===== config.mk =====
export PLATFORM = sky130hd
export DESIGN_NAME = mux_pipe
export DESIGN_NICKNAME = d
export VERILOG_FILES = /design/src/rtl/mux_pipe.sv
export SDC_FILE = /design/constraint.sdc
export NUM_CORES = 1
export LEC_CHECK = 0
export CAP_MARGIN = 5
export CORE_MARGIN = 4
export CORE_UTILIZATION = 44
export CTS_CLUSTER_SIZE = 40
export DETAILED_ROUTE_END_ITERATION = 10
export GPL_TIMING_DRIVEN = 0
export HOLD_SLACK_MARGIN = 0.12
export PLACE_DENSITY = 0.93
export SYNTH_ARGS = -nofsm -noshare
export SYNTH_HDL_FRONTEND = slang
export SYNTH_SLANG_ARGS = --single-unit

===== constraint.sdc =====
create_clock -name clk -period 2.2 [get_ports clk]
set_clock_uncertainty 0.15 [all_clocks]
set_input_delay 0.55 -clock clk [delete_from_list [all_inputs] [get_ports clk]]
set_output_delay 0.55 -clock clk [all_outputs]
set_load 0.02 [all_outputs]

===== src/rtl/mux_pipe.sv =====
// Registered N:1 selector with a valid/ready handshake and a 2-entry skid buffer.
// Out-of-range selects forward zero data and raise a sticky error flag.
module mux_pipe #(
  parameter int unsigned WIDTH  = 5,
  parameter int unsigned NUM_IN = 4,
  parameter int unsigned SEL_W  = 2
) (
  input  logic                    clk,
  input  logic                    reset,
  input  logic [NUM_IN*WIDTH-1:0] in_data,
  input  logic [SEL_W-1:0]        in_sel,
  input  logic                    in_valid,
  output logic                    in_ready,
  output logic [WIDTH-1:0]        out_data,
  output logic [SEL_W-1:0]        out_sel,
  output logic                    out_valid,
  input  logic                    out_ready,
  output logic                    sel_err,
  input  logic                    clear_err
);

  logic [WIDTH-1:0] main_data_q, main_data_d, skid_data_q, skid_data_d, cap_data;
  logic [SEL_W-1:0] main_sel_q, main_sel_d, skid_sel_q, skid_sel_d;
  logic             main_valid_q, main_valid_d, skid_valid_q, skid_valid_d;
  logic             sel_err_q, sel_err_d, in_ready_q;
  logic             cap_oor, accept, main_free;

  // Decode by equality so NUM_IN need not be a power of two.
  always_comb begin
    cap_data = '0;
    cap_oor  = 1'b1;
    for (int unsigned k = 0; k < NUM_IN; k++) begin
      if (in_sel == SEL_W'(k)) begin
        cap_data = in_data[k*WIDTH +: WIDTH];
        cap_oor  = 1'b0;
      end
    end
  end

  assign accept    = in_valid & in_ready_q;
  assign main_free = ~main_valid_q | out_ready;

  always_comb begin
    main_data_d  = main_data_q;
    main_sel_d   = main_sel_q;
    main_valid_d = main_valid_q;
    skid_data_d  = skid_data_q;
    skid_sel_d   = skid_sel_q;
    skid_valid_d = skid_valid_q;
    if (main_free) begin
      if (skid_valid_q) begin
        // in_ready is low while the skid is full, so no accept can collide here.
        main_data_d  = skid_data_q;
        main_sel_d   = skid_sel_q;
        main_valid_d = 1'b1;
        skid_valid_d = 1'b0;
      end else if (accept) begin
        main_data_d  = cap_data;
        main_sel_d   = in_sel;
        main_valid_d = 1'b1;
      end else begin
        main_valid_d = 1'b0;
      end
    end else if (accept) begin
      skid_data_d  = cap_data;
      skid_sel_d   = in_sel;
      skid_valid_d = 1'b1;
    end
  end

  // Set has priority over clear.
  always_comb begin
    sel_err_d = sel_err_q;
    if (clear_err) sel_err_d = 1'b0;
    if (accept && cap_oor) sel_err_d = 1'b1;
  end

  always_ff @(posedge clk or posedge reset) begin
    if (reset) begin
      main_data_q  <= '0;
      main_sel_q   <= '0;
      main_valid_q <= 1'b0;
      skid_data_q  <= '0;
      skid_sel_q   <= '0;
      skid_valid_q <= 1'b0;
      sel_err_q    <= 1'b0;
      in_ready_q   <= 1'b1;
    end else begin
      main_data_q  <= main_data_d;
      main_sel_q   <= main_sel_d;
      main_valid_q <= main_valid_d;
      skid_data_q  <= skid_data_d;
      skid_sel_q   <= skid_sel_d;
      skid_valid_q <= skid_valid_d;
      sel_err_q    <= sel_err_d;
      in_ready_q   <= ~skid_valid_d;
    end
  end

  assign in_ready  = in_ready_q;
  assign out_data  = main_data_q;
  assign out_sel   = main_sel_q;
  assign out_valid = main_valid_q;
  assign sel_err   = sel_err_q;

endmodule


==> results of run 1 <==
==> layout make-up <==
type	count	area, µm²	area share, %
buffer	3	20.0	1.58
clock buffer	4	26.3	2.08
inverter	2	7.51	0.593
multi-input combinational	42	379	29.9
sequential	18	452	35.7
tap	25	31.3	2.47
timing repair buffer	35	350	27.7
==> per-layer routing <==
metal	up-vias	GRT usage, %	wire length (µm)
met2	31	28.2	1050
met5	-	0	0
met1	328	19.5	750
met3	5	2.01	108
met4	0	10.2	56
li1	316	-	-
==> synth_stat cells <==
master	instances
mux2_2	7
nor2_1	1
buf_2	1
nand2_1	2
a21o_1	1
dfrtp_1	17
dfstp_2	1
nand2b_1	1
a21oi_1	15
buf_6	1
clkbuf_1	1
mux4_2	5
nor2b_1	2
mux2i_1	7
inv_1	2
nand3_1	1
==> metrics by stage <==
step	setup slack, ns	hold slack [ns]	cell area, µm²	utilization, %	total power, mW
2_1_floorplan	0.507	0.329	858	-	0.658
3_3_place_gp	0.0720	0.331	1240	69.5	0.812
3_5_place_dp	0.0481	0.344	1240	69.5	0.831
4_1_cts	0.0363	0.364	1270	71.0	0.996
5_1_grt	0.0123	0.386	1270	71.0	1.04
6_report	0.0533	0.363	1270	71.0	0.986
==> power by group <==
| group | switching (mW) | internal (mW) | total (mW) | leakage (nW) |
|---|---|---|---|---|
| clock | 0.0950 | 0.0706 | 0.166 | 0.0150 |
| combinational | 0.158 | 0.197 | 0.355 | 0.292 |
| sequential | 0.0473 | 0.418 | 0.465 | 0.208 |
==> cells in the final DEF (no fill, tap or decap), drive strengths merged <==
cell type	Yosys	routed
inv	2	2
mux4	5	5
a21oi	15	15
nor2b	2	2
clkdlybuf4s50	0	35
nand2	2	2
dfrtp	17	17
dfstp	1	1
buf	2	2
clkbuf	1	5
nand2b	1	1
nor2	1	1
mux2i	7	7
nand3	1	1
a21o	1	1
mux2	7	7
==> state kept, by name (all words and copies together), names as in the netlist <==
register	count
sel_err	1
skid_valid_q	1
skid_sel_q	2
skid_data_q	5
out_data	5
in_ready	1
out_sel	2
out_valid	1
==> cells by family after synthesis <==
| kind of cell | count (synthesis) | synth area share [%] |
|---|---|---|
| flip-flops | 18 | 52.6 |
| AO/OA/AOI/OAI | 16 | 9.62 |
| AND/OR/NAND/NOR | 7 | 4.08 |
| multiplexers | 19 | 30.5 |
| buffers and inverters | 5 | 3.21 |
==> worst paths after layout <==
| check | to | startpoint | depth (start not counted) |
|---|---|---|---|
| worst min register to register | skid_data_q[4] | skid_data_q[4] | 1 |
| worst min-delay path | skid_data_q[4] | skid_data_q[4] | 1 |
| max in group asynchronous | out_valid | reset | 2 |
| min in group asynchronous | skid_sel_q[1] | reset | 2 |
| worst max register to register | skid_data_q[0] | out_valid | 3 |
| worst max-delay path | in_ready | in_ready | 1 |
==> flow_summary.ini, run 1 <==
[routing]
firstDrtPassIters = 4
drt_wl_total_um = 1960
drc = 0
wl_per_cell_um = 15.2
ant_nets = 0
routed_via_density = 5.27
num_vias = 680
first_iter_violations = 12

[synth]
yosys.area.top_type = dfrtp_1
synth_top_area_share_pct = 49.6
synth_area_um2 = 858
synth_cells = 65
syn-num-nets = 92
ys_warn_count = 0
synth_cell_types = 16
avgSynthCellArea_um2 = 13.2
synth_area_leaders = dfrtp_1, mux4_2, mux2_2
synth_seq_cells = 18
yosysSeqAreaShare_pct = 52.6

[cts]
clk_latency_ns = 0.30
postCtsSetupBuffers = 0
cts_root_buf = clkbuf_4
numCtsBuffers = 3
htreeDepth = 1
clk_path_buf_depth = 2
cts_tree = yes
post_cts_resize_count = 0
hold_buffers = 0
cts_sinks = 18
clkTransAtPathRegs_ns = 0.08

[power]
pwr_density_cell_nw_per_um2 = 779
ir_drop_uv = 406
leakage_nw = 0.515

[global_route]
antenna_found_initial = 0
grt_pass1_wl_um = 3170
grt_pass1_vias = 718
grt_usage_pct = 16.5
overflow = 0
grt_max_degree = 19

[cells_and_area]
drive_above_1_share_pct = 17.3
fin_nets = 132
stdcell_count = 129
fillers = 130
insertedDiodeCount = 0
area_delta_synth_final_pct = 47.5

[worst_setup_path]
crit_family = buffers and inverters
ff2ff_setup_slack_ns = 0.62
slowest_delay_ns = 0.61
endpoint_kind = output port
required_ns = 1.50
startpoint_type = register
worstPathMaxFanout = 4
critPathBufInv = 1
worstPathCellList = clkdlybuf4s50_1
crit_arrival_ns = 1.45
crit_slowest_cell = clkdlybuf4s50_1
critical_path_class = register to output port

[sta]
fmax_ghz = 0.466
tns_ns = 0
post-route-period-util_pct = 97.6
report.final.slew_viol_count = 0
worstMarginPinSlew_ns = 0.678
slew_headroom_pct = 54.7
grt_setup_unrepaired = no
setup_viol = 0
hold_violations = 0
fin_crit_ns = 2.15

[die]
top_level_ports = 37
die_w_um = 52.2
coreArea_um2 = 1780
floorplan.initialDensity_pct = 48.1
row_count = 15
die_y_um = 52.2
dieArea_um2 = 2720

[worst_hold_path]
hold_class = register to register

[place]
gp_congestion = 0.705
dp.cells = 125
dp_hpwl_um = 1570
port_buffers = 35

[job]
maxCapViolCount = 0

[outcome]
outcome = finished, final reports clean
No activity file was read; power rests on OpenSTA's default activity.
==> run 2: changes to the inputs <==
--- a/config.mk
+++ b/config.mk
@@ -8,7 +8,6 @@
 export CAP_MARGIN = 5
 export CORE_MARGIN = 4
 export CORE_UTILIZATION = 44
-export CTS_CLUSTER_SIZE = 40
 export DETAILED_ROUTE_END_ITERATION = 10
 export GPL_TIMING_DRIVEN = 0
 export HOLD_SLACK_MARGIN = 0.12
==> results of run 2 <==
Same layout as run 1: the final DEF is identical, and so are final timing and power.
